<file path="src/rtl/sequenciador_pkg.sv">
// rtl/sequenciador_pkg.sv - shared word width and controller state encoding
package sequenciador_pkg;

    localparam int WORD_W = 32;

    typedef enum logic [2:0] {
        IDLE,
        FETCH,
        XFORM,
        EMIT,
        FINISH
    } state_t;

endpackage

</file>
<file path="src/rtl/manipular_vetores.sv">
// rtl/manipular_vetores.sv - combinational word transform: byte reverse, rotate left 4, flip low half
module manipular_vetores
    import sequenciador_pkg::*;
(
    input  logic [WORD_W-1:0] entrada,
    output logic [WORD_W-1:0] saida
);

    logic [WORD_W-1:0] swapped;
    logic [WORD_W-1:0] rotated;

    assign swapped = {entrada[7:0], entrada[15:8], entrada[23:16], entrada[31:24]};
    assign rotated = {swapped[WORD_W-5:0], swapped[WORD_W-1:WORD_W-4]};
    assign saida   = rotated ^ 32'h0000_FFFF;

endmodule

</file>
<file path="src/rtl/sequenciador_vetores.sv">
// rtl/sequenciador_vetores.sv - buffers words and streams each through manipular_vetores
module sequenciador_vetores
    import sequenciador_pkg::*;
#(
    parameter  int DEPTH = 4,
    localparam int AW    = $clog2(DEPTH)
) (
    input  logic              clk,
    input  logic              rst_n,
    input  logic              wr_en,
    input  logic [AW-1:0]     wr_addr,
    input  logic [WORD_W-1:0] wr_data,
    input  logic              start,
    input  logic [AW:0]       count,
    output logic              busy,
    output logic              out_valid,
    input  logic              out_ready,
    output logic [WORD_W-1:0] out_data,
    output logic [AW-1:0]     out_index,
    output logic              done,
    output logic              err
);

    localparam logic [AW:0] DEPTH_W = (AW+1)'(DEPTH);

    state_t            state;
    state_t            next_state;
    logic [WORD_W-1:0] buf_mem [DEPTH];
    logic [WORD_W-1:0] in_reg;
    logic [WORD_W-1:0] xform_word;
    logic [AW-1:0]     idx;
    logic [AW:0]       cnt;
    logic              go;
    logic              last;

    manipular_vetores u_manipular (
        .entrada (in_reg),
        .saida   (xform_word)
    );

    assign last      = ({1'b0, idx} == (cnt - 1'b1));
    assign busy      = (state != IDLE);
    assign out_valid = (state == EMIT);
    assign done      = (state == FINISH);

    always_comb begin
        next_state = state;
        case (state)
            IDLE:    if (go) next_state = (cnt == '0) ? FINISH : FETCH;
            FETCH:   next_state = XFORM;
            XFORM:   next_state = EMIT;
            EMIT:    if (out_ready) next_state = last ? FINISH : FETCH;
            FINISH:  next_state = IDLE;
            default: next_state = IDLE;
        endcase
    end

    // A sampled start is held for one IDLE cycle in go, so a same-cycle write lands first.
    always_ff @(posedge clk or negedge rst_n) begin
        if (!rst_n) begin
            state     <= IDLE;
            go        <= 1'b0;
            err       <= 1'b0;
            cnt       <= '0;
            idx       <= '0;
            in_reg    <= '0;
            out_data  <= '0;
            out_index <= '0;
            for (int i = 0; i < DEPTH; i++) buf_mem[i] <= '0;
        end else begin
            state <= next_state;
            err   <= 1'b0;
            case (state)
                IDLE: begin
                    if (wr_en) buf_mem[wr_addr] <= wr_data;
                    if (go) begin
                        go  <= 1'b0;
                        idx <= '0;
                    end else if (start) begin
                        if (count > DEPTH_W) begin
                            err <= 1'b1;
                        end else begin
                            go  <= 1'b1;
                            cnt <= count;
                        end
                    end
                end
                FETCH: in_reg <= buf_mem[idx];
                XFORM: begin
                    out_data  <= xform_word;
                    out_index <= idx;
                end
                EMIT: if (out_ready && !last) idx <= idx + 1'b1;
                default: ;
            endcase
        end
    end

endmodule

</file>
<file path="config.mk">
export PLATFORM = sky130hd
export DESIGN_NAME = sequenciador_vetores
export DESIGN_NICKNAME = d
export VERILOG_FILES = /design/src/rtl/sequenciador_pkg.sv /design/src/rtl/manipular_vetores.sv /design/src/rtl/sequenciador_vetores.sv
export SDC_FILE = /design/constraint.sdc
export NUM_CORES = 1
export LEC_CHECK = 0
export ABC_AREA = 1
export CORE_MARGIN = 2
export CORE_UTILIZATION = 40
export CTS_CLUSTER_SIZE = 14
export DETAILED_ROUTE_END_ITERATION = 12
export GPL_TIMING_DRIVEN = 0
export HOLD_SLACK_MARGIN = 0.06
export PLACE_DENSITY = 0.61
export SLEW_MARGIN = 20
export SYNTH_ARGS = -nofsm -noshare
export SYNTH_HDL_FRONTEND = slang
export SYNTH_SLANG_ARGS = --single-unit
</file>
<file path="constraint.sdc">
create_clock -name clk -period 1.8 [get_ports clk]
set_input_delay 0.36 -clock clk [delete_from_list [all_inputs] [get_ports clk]]
set_output_delay 0.36 -clock clk [all_outputs]
set_load 0.1 [all_outputs]
</file>
==> results of run 1 <==
[layout make-up]
class / count / area (um2) / share of cell area (%)
Sequential cell: 204 / 5110 / 47.0
Multi-Input combinational cell: 623 / 3080 / 28.3
Timing Repair Buffer: 91 / 952 / 8.76
Clock buffer: 35 / 681 / 6.26
Buffer: 59 / 452 / 4.15
Tap cell: 280 / 350 / 3.22
Inverter: 65 / 244 / 2.24
Clock inverter: 2 / 10.0 / 0.0920
[synthesized netlist by cell type]
| cell type | count |
|---|---|
| nand3_2 | 1 |
| buf_1 | 1 |
| nand3_4 | 4 |
| clkbuf_2 | 1 |
| nor2_8 | 1 |
| o22ai_1 | 32 |
| nand3_1 | 7 |
| xnor2_1 | 2 |
| nor3_1 | 1 |
| o21ai_0 | 115 |
| nor2_4 | 1 |
| dfrtp_1 | 204 |
| nand2_1 | 250 |
| inv_1 | 65 |
| o21ai_2 | 40 |
| clkbuf_1 | 20 |
| nor2_1 | 67 |
| nor2_2 | 1 |
| buf_4 | 5 |
| o21a_1 | 3 |
| buf_6 | 21 |
| o21ai_1 | 90 |
| nand4_1 | 2 |
| nand2_4 | 1 |
| buf_2 | 11 |
| nor3b_1 | 1 |
| a21oi_1 | 1 |
| ha_1 | 2 |
[power by group through the flow]
| stage | Combinational, mW | Clock (mW) | Sequential (mW) |
|---|---|---|---|
| after detailed placement | 9.68 | 0 | 7.73 |
| after CTS | 9.78 | 4.39 | 7.67 |
| after floorplan | 4.71 | 0 | 9.89 |
| after global placement | 9.54 | 0 | 7.71 |
| final | 9.96 | 4.32 | 7.69 |
| after global routing | 10.8 | 4.56 | 7.94 |
[cells in the final DEF, fill, tap and decap left out, types with 3 or more instances in the layout]
cell	n
nand2_1	249
dfrtp_1	203
o21ai_0	115
o21ai_1	90
nor2_1	67
inv_1	64
o21ai_2	40
clkdlybuf4s50_1	40
o22ai_1	27
buf_6	25
clkbuf_16	23
clkbuf_1	18
clkdlybuf4s15_2	17
buf_2	12
buf_4	11
clkdlybuf4s18_2	11
clkbuf_2	8
nand3_1	7
clkbuf_4	7
clkbuf_8	6
o22ai_2	5
nand3_4	4
o21a_1	3
buf_12	3
[layer usage]
| layer | GRT usage, % | vias to the layer above | wire length, um |
|---|---|---|---|
| li1 | - | 3353 | - |
| met1 | 29.4 | 3362 | 11000 |
| met2 | 31.5 | 178 | 11000 |
| met3 | 2.67 | 19 | 1250 |
| met4 | 3.87 | 0 | 234 |
| met5 | 0 | - | 0 |
[per-stage QoR]
step	utilization [%]	instances	worst slack [ns]	power (mW)
after floorplan	-	950	-0.255	14.6
after global placement	45.8	1309	-8.27	17.3
after detailed placement	46.1	1311	-0.528	17.4
after CTS	49.8	1352	-0.0261	21.8
after global routing	50.1	1359	-0.0705	23.3
final	50.1	1359	0.00670	22.0
[logic make-up after synthesis]
| kind of cell | Yosys count | synth area share (%) |
|---|---|---|
| compound gates | 281 | 18.3 |
| flops | 204 | 58.1 |
| simple gates | 337 | 15.7 |
| buf+inv | 124 | 7.48 |
| xor+xnor | 2 | 0.199 |
| fa+ha+maj | 2 | 0.285 |
[repair_timing]
| action | CTS | global route |
|---|---|---|
| endpoints found under the setup margin | 58 | 140 |
| cloned | 0 | 1 |
| setup buffers | 3 | 6 |
| hold buffers | 1 | 0 |
| pin swaps | 1 | 4 |
| hold endpoints to repair | 38 | 0 |
| resized for setup | 143 | 47 |
[final timing paths]
check / to / slack [ns] / depth (start not counted)
setup reg to reg: buf_mem[110] / 0.05 / 9
hold / removal: buf_mem[77] / 0.33 / 2
hold reg to reg: out_data[11] / 0.46 / 1
max in group asynchronous: state[0] / 0.70 / 3
setup / recovery: done / 0.007 / 3
min in group clk: err / 0.45 / 2
==> flow_summary_export.csv, run 1 <==
group,metric,value,unit
run_status,status,"complete, no violations",
setup_path,worstPathCellList,"inv_1, nor3_2, buf_6",
setup_path,crit_type,"reg2out",
timing,drv_slew,0,
logic_synthesis,syn_area,8790,um2
clock_tree,cts-root-buf,"clkbuf_16",
setup_path,cp.arrival,1.43,ns
timing,tns,0,ns
grt,grt_max_degree,88,
power_and_ir_drop,irDropWorstVdd,0.000619,V
power_and_ir_drop,pwr-share-seq,35.0,%
routing,viasPerCell,5.09,
setup_path,critPathMaxFanout,3,
power_and_ir_drop,internal_power,12.2,mW
power_and_ir_drop,p_leak,5.18,nW
floorplanning,ios,80,
grt,grt_pass1_vias,6694,
timing,relSlewSlack,54.2,%
timing,finalCritPeriodShare,99.6,%
logic_synthesis,synth_fp_nets,994,
setup_path,cp-start-kind,"flip-flop",
timing,hold_ws,0.331,ns
setup_path,critical_path_required,1.44,ns
timing,grt_setup_unrepaired,"true",
routing,wl_per_cell,17.2,um
floorplanning,fp-row-count,54,
power_and_ir_drop,clock_power_share,19.7,%
logic_synthesis,synth_top_area_share,58.1,%
logic_synthesis,syn_avg_cell_area,9.25,um2
clock_tree,h-tree-depth,1,
timing,finalSetupViolCount,0,
routing,ant_nets,0,
placement,dp_hpwl,15.7,mm
setup_path,crit_path_end_kind,"primary output",
grt,overflow,0,
logic_synthesis,syn_inst,950,
timing,hold_violations,0,
setup_path,cp_slowest_cell,"dfrtp_1",
clock_tree,cts.sinks,204,
timing,finClkSkew,0.00797,ns
timing,worst_pin_slew,0.688,ns
timing,max_freq,0.558,GHz
routing,drt_wl_total,23.4,mm
power_and_ir_drop,power_switching,9.76,mW
floorplanning,dieArea,23200,um2
floorplanning,die_height,152,um
logic_synthesis,synth_area_leaders,"dfrtp_1, nand2_1, o21ai_0",
routing,vias,6912,
grt,grt_pass1_wl,37.1,mm
floorplanning,core,21700,um2
logic_synthesis,yosysTopAreaCell,"dfrtp_1",
clock_tree,cts.clk_slew.worst_paths,0.06,ns
setup_path,critPathTopFamily,"flip-flops",
finish,drive_above_1_share,17.3,%
finish,diodes,0,
finish,nets,1110,
finish,fillers,2068,
logic_synthesis,synth_cell_types,28,
logic_synthesis,yosys_warnings,0,
setup_path,crit_start,"state[2]",
routing,drtIter0Drc,438,
power_and_ir_drop,p_sw_share,44.4,%
setup_path,cpPeakStageDelay,0.39,ns
timing,min_period,1.79,ns
clock_tree,clockBufferDepth,3,
power_and_ir_drop,p_comb_share,45.3,%
finish,syn2layout_area_growth,23.8,%
logic_synthesis,synth_seq_cells,204,
worst_hold_path,worstHoldPathType,"in2async",
logic_synthesis,yosysSeqAreaShare,58.1,%
clock_tree,numCtsBuffers,22,
setup_path,r2r_start,"state[2]",
placement,place_area,9990,um2
finish,finalInstanceArea,10900,um2
placement,gp_congestion,0.799,
floorplanning,fp.dieW,152,um
routing,drt_first_pass_iters,7,
clock_tree,cts_tree,"built",
power_and_ir_drop,power.density,2020,nW/um2
placement,io_buffers,79,
clock_tree,insertion_delay,0.50,ns
routing,drc,0,
floorplanning,start_util,40.5,%
flow_run,maxCapViolations,0,
setup_path,cp.buffers_inverters,2,
grt,antenna_found_initial,0,
finish,largest_register_ff_count,128,
grt,grt_usage,19.8,%
Note: power is estimated with default switching activity, not from simulation.
==> run 2, diff against run 1 <==
Settings changed: CORE_MARGIN 2 to 3.
==> flow_summary_export.csv, run 2 (synthesis gave the netlist of run 1 again) <==
group,metric,value,unit
floorplanning,core,21300,um2
timing,hold_violations,0,
setup_path,cp.buffers_inverters,3,
clock_tree,cts.clk_slew.worst_paths,0.07,ns
floorplanning,start_util,41.3,%
finish,nets,1107,
setup_path,critPathMaxFanout,10,
power_and_ir_drop,irDropWorstVdd,0.000773,V
routing,ant_nets,0,
timing,drv_slew,0,
setup_path,crit_path_end_kind,"flip-flop",
power_and_ir_drop,p_sw_share,44.6,%
setup_path,crit_type,"reg2reg",
grt,grt_pass1_vias,6633,
finish,fin_cells,1354,
timing,relSlewSlack,54.4,%
setup_path,critPathTopFamily,"buffers and inverters",
floorplanning,die_height,154,um
timing,hold_ws,0.346,ns
clock_tree,insertion_delay,0.51,ns
routing,drt_wl_total,23.4,mm
clock_tree,h-tree-depth,1,
timing,grt_setup_unrepaired,"true",
setup_path,rrSetupSlack,0.01,ns
timing,finalSetupViolCount,0,
setup_path,reg2reg_to,"in_reg[24]",
power_and_ir_drop,clock_power_share,20.7,%
power_and_ir_drop,power_switching,9.85,mW
setup_path,r2r_start,"idx[1]",
routing,wl_per_cell,17.3,um
routing,viasPerCell,5.06,
run_status,status,"complete, no violations",
placement,io_buffers,79,
placement,placed_cells,1306,
timing,min_period,1.79,ns
clock_tree,cts-root-buf,"clkbuf_16",
finish,diodes,0,
grt,grt_max_degree,98,
finish,final_util,50.8,%
clock_tree,cts_tree,"built",
power_and_ir_drop,internal_power,12.3,mW
setup_path,critical_path_required,2.25,ns
grt,grt_usage,19.5,%
placement,place_ws,-0.529,ns
finish,drive_above_1_share,17.7,%
setup_path,cp-start-kind,"flip-flop",
grt,antenna_found_initial,0,
routing,vias,6848,
timing,finClkSkew,0.0139,ns
floorplanning,dieArea,23800,um2
power_and_ir_drop,pwr-share-seq,34.9,%
floorplanning,fp.dieW,154,um
flow_run,maxCapViolations,0,
routing,drtIter0Drc,515,
timing,finalCritPeriodShare,99.5,%
routing,drc,0,
power_and_ir_drop,p_leak,5.18,nW
floorplanning,ios,80,
worst_hold_path,worstHoldPathType,"in2async",
timing,fin_ws,0.00956,ns
power_and_ir_drop,finalPower,22.1,mW
setup_path,reg2reg_depth,7,
clock_tree,cts.sinks,204,
setup_path,worstPathCellList,"buf_2, inv_1, clkbuf_2, o21ai_0, o22ai_1, nand2_1, nand2_1",
floorplanning,fp-row-count,53,
setup_path,cpPeakStageDelay,0.36,ns
placement,gp_congestion,0.794,
finish,largest_register_ff_count,128,
finish,syn2layout_area_growth,23.1,%
setup_path,cp.arrival,2.24,ns
clock_tree,numCtsBuffers,22,
routing,drt_first_pass_iters,5,
finish,most-common-layout-cells,"nand2_1, dfrtp_1, o21ai_0, o21ai_1, nor2_1",
power_and_ir_drop,p_comb_share,44.4,%
power_and_ir_drop,power.density,2040,nW/um2
finish,final_common_cell,"nand2_1",
setup_path,cp_slowest_cell,"dfrtp_1",
grt,overflow,0,
timing,max_freq,0.559,GHz
placement,dp_hpwl,15.8,mm
grt,grt_pass1_wl,37.3,mm
finish,fillers,2044,
clock_tree,clockBufferDepth,3,
setup_path,cp_common_cell,"nand2_1",
timing,worst_pin_slew,0.684,ns
[run 2: repair_timing]
item,CTS,global route
endpoints found under the hold margin,42,0
setup buffers,1,6
hold buffers,1,0
cloned,0,0
pin swaps,2,4
setup endpoints to repair,57,51
gates resized for setup,151,54
[run 2: power by group through the flow]
stage | Combinational (mW) | Clock [mW] | Sequential [mW]
finish | 9.83 | 4.57 | 7.72
CTS | 9.71 | 4.65 | 7.70
global placement | 9.55 | 0 | 7.72
global route | 10.7 | 4.84 | 7.96
floorplan | 4.71 | 0 | 9.89
detailed placement | 9.68 | 0 | 7.75
[run 2: worst max path at each step]
stage | from | endpoint | slack, ns | cells after the start
global route | idx[0] | in_reg[23] | -0.07 | 8
detailed placement | state[0] | out_valid | -0.53 | 3
global placement | rst_n | out_data[4] | -8.37 | 1
CTS | state[0] | out_valid | -0.04 | 3
finish | idx[1] | in_reg[24] | 0.01 | 7
floorplan | state[0] | idx[0] | -0.26 | 8
[run 2: cell type report]
| cell class | instances | area, um2 | area share, % |
|---|---|---|---|
| timing repair buffer | 89 | 876 | 8.10 |
| buffer | 59 | 432 | 3.99 |
| clock buffer | 32 | 669 | 6.19 |
| sequential | 204 | 5110 | 47.2 |
| inverter | 65 | 244 | 2.26 |
| tap | 275 | 344 | 3.18 |
| multi-input combinational | 622 | 3080 | 28.4 |
| clock inverter | 8 | 67.6 | 0.625 |
[run 2: metrics by stage]
step	cell area [um2]	TNS, ns
3_3_place_gp	9930	-1708.62
5_1_grt	10800	-0.624
2_1_floorplan	8790	-1.07
3_5_place_dp	9990	-4.43
4_1_cts	10800	-0.0553
6_report	10800	0
[run 2: layer usage]
layer	wire length, um	global-route usage [%]	vias up
met2	10700	30.2	163
met1	11200	29.7	3318
met3	1180	2.46	25
met5	0	0	-
met4	313	3.87	0
li1	-	-	3342
==> run 3, diff against run 2 <==
--- a/config.mk
+++ b/config.mk
@@ -9,3 +9,3 @@
 export CORE_MARGIN = 3
-export CORE_UTILIZATION = 40
+export CORE_UTILIZATION = 30
 export CTS_CLUSTER_SIZE = 14
@@ -14,3 +14,3 @@
 export HOLD_SLACK_MARGIN = 0.06
-export PLACE_DENSITY = 0.61
+export PLACE_DENSITY = 0.49
 export SLEW_MARGIN = 20
--- a/constraint.sdc
+++ b/constraint.sdc
@@ -3,2 +3,2 @@
 set_output_delay 0.36 -clock clk [all_outputs]
-set_load 0.1 [all_outputs]
+set_load 0.02 [all_outputs]
==> flow_summary_export.csv, run 3 (synthesis gave the netlist of run 1 again) <==
group,metric,value,unit
finish,nets,1102,
setup_path,cp.arrival,1.37,ns
routing,drt_wl_total,24.9,mm
power_and_ir_drop,power.density,1820,nW/um2
grt,overflow,0,
timing,drv_slew,0,
clock_tree,cts.clk_slew.worst_paths,0.06,ns
finish,most-common-layout-cells,"nand2_1, dfrtp_1, o21ai_0, o21ai_1, nor2_1",
clock_tree,numCtsBuffers,23,
timing,grt_setup_unrepaired,"false",
floorplanning,fp-row-count,62,
clock_tree,cts.sinks,204,
floorplanning,start_util,30.5,%
timing,finClkSkew,0.0152,ns
finish,final_common_cell,"nand2_1",
floorplanning,die_height,177,um
power_and_ir_drop,irDropWorstVdd,0.000799,V
placement,gp_congestion,0.775,
placement,io_buffers,79,
routing,viasPerCell,4.65,
run_status,status,"complete, no violations",
floorplanning,fp.dieW,177,um
timing,tns,0,ns
grt,grt_usage,16.0,%
routing,drtIter0Drc,553,
routing,wl_per_cell,17.1,um
routing,vias,6778,
setup_path,critPathMaxFanout,4,
setup_path,critical_path_required,1.44,ns
setup_path,cp-start-kind,"flip-flop",
floorplanning,core,28800,um2
finish,drive_above_1_share,14.6,%
placement,place_area,10100,um2
clock_tree,insertion_delay,0.51,ns
grt,grt_pass1_wl,39.5,mm
routing,drt_first_pass_iters,7,
clock_tree,cts-root-buf,"clkbuf_16",
timing,relSlewSlack,60.8,%
timing,hold_violations,0,
finish,largest_register_ff_count,128,
timing,min_period,1.73,ns
grt,grt_max_degree,93,
finish,diodes,0,
timing,worst_pin_slew,0.588,ns
flow_run,maxCapViolations,0,
floorplanning,ios,80,
grt,grt_pass1_vias,6782,
grt,antenna_found_initial,0,
setup_path,crit_path_end_kind,"primary output",
routing,ant_nets,0,
finish,finalInstanceArea,10900,um2
finish,syn2layout_area_growth,24.2,%
clock_tree,h-tree-depth,1,
setup_path,crit_type,"reg2out",
timing,max_freq,0.577,GHz
worst_hold_path,worstHoldPathType,"in2async",
floorplanning,dieArea,31400,um2
power_and_ir_drop,finalPower,19.8,mW
placement,dp_hpwl,17.2,mm
timing,finalSetupViolCount,0,
clock_tree,cts_tree,"built",
clock_tree,clockBufferDepth,3,
power_and_ir_drop,p_leak,5.22,nW
timing,finalCritPeriodShare,96.2,%
routing,drc,0,
## run 3: cell types whose count changed in the layout (fill, tap and decap cells not counted), sizes merged
cell	change
dlygate4sd2	+35
buf	-23
clkdlybuf4s18	-12
clkdlybuf4s15	-7
clkinvlp	+2
clkbuf	+1
inv	-1
## run 3: power by group
group          total (mW)  internal (mW)  leakage [nW]  switching (mW)
Clock                4.56           2.70         0.362            1.87
Combinational        7.58           2.77          2.29            4.81
Sequential           7.67           6.67          2.57            1.01
## run 3: repair_timing
| item | in CTS | in global routing |
|---|---|---|
| hold endpoints to repair | 53 | 0 |
| gates resized for setup | 62 | 32 |
| buffers inserted | 1 | 0 |
| hold buffers | 1 | 0 |
| pin swaps | 1 | 0 |
| setup endpoints to repair | 67 | 21 |
## run 3: worst max-delay path, stage by stage (launching register included)
cell and delay (ns):
dfrtp_2 0.44, nor2_4 0.15, nand2_4 0.10, buf_2 0.17
## run 3: layout make-up
class / instances / area (um2)
clock inverters: 9 / 75.1
well taps: 384 / 480
fillers: 3014 / 17900
flip-flops and latches: 204 / 5110
clock buffers: 32 / 659
inverters: 65 / 248
plain buffers: 59 / 452
multi-input cells: 622 / 3080
repair buffers: 83 / 812
## run 3: stage by stage
step                      setup slack, ns  hold slack (ns)  util, %  instances
after floorplan                     0.359           0.0644        -        950
after global placement              -8.75            0.449     34.9       1413
after detailed placement           -0.207            0.319     35.2       1415
after CTS                         0.00298            0.374     37.7       1458
after global routing              0.00625            0.381     37.9       1458
final                              0.0680            0.353     37.9       1458
## run 3: worst paths after layout
kind,start,to,slack (ns),cells past startpoint
max in group asynchronous,rst_n,in_reg[10],0.58,3
hold / removal,rst_n,out_data[4],0.35,2
hold reg to reg,in_reg[31],out_data[11],0.46,1
setup reg to reg,idx[0],in_reg[13],0.08,8
setup / recovery,state[2],busy,0.07,3
min in group clk,start,err,0.45,2
## run 3: per-layer routing
metal	vias up	GRT usage [%]	part of all wire (%)
li1	3332	-	-
met1	3304	24.0	50
met2	114	24.4	44
met3	28	2.30	4.1
met4	0	3.57	1.5
met5	-	0	0
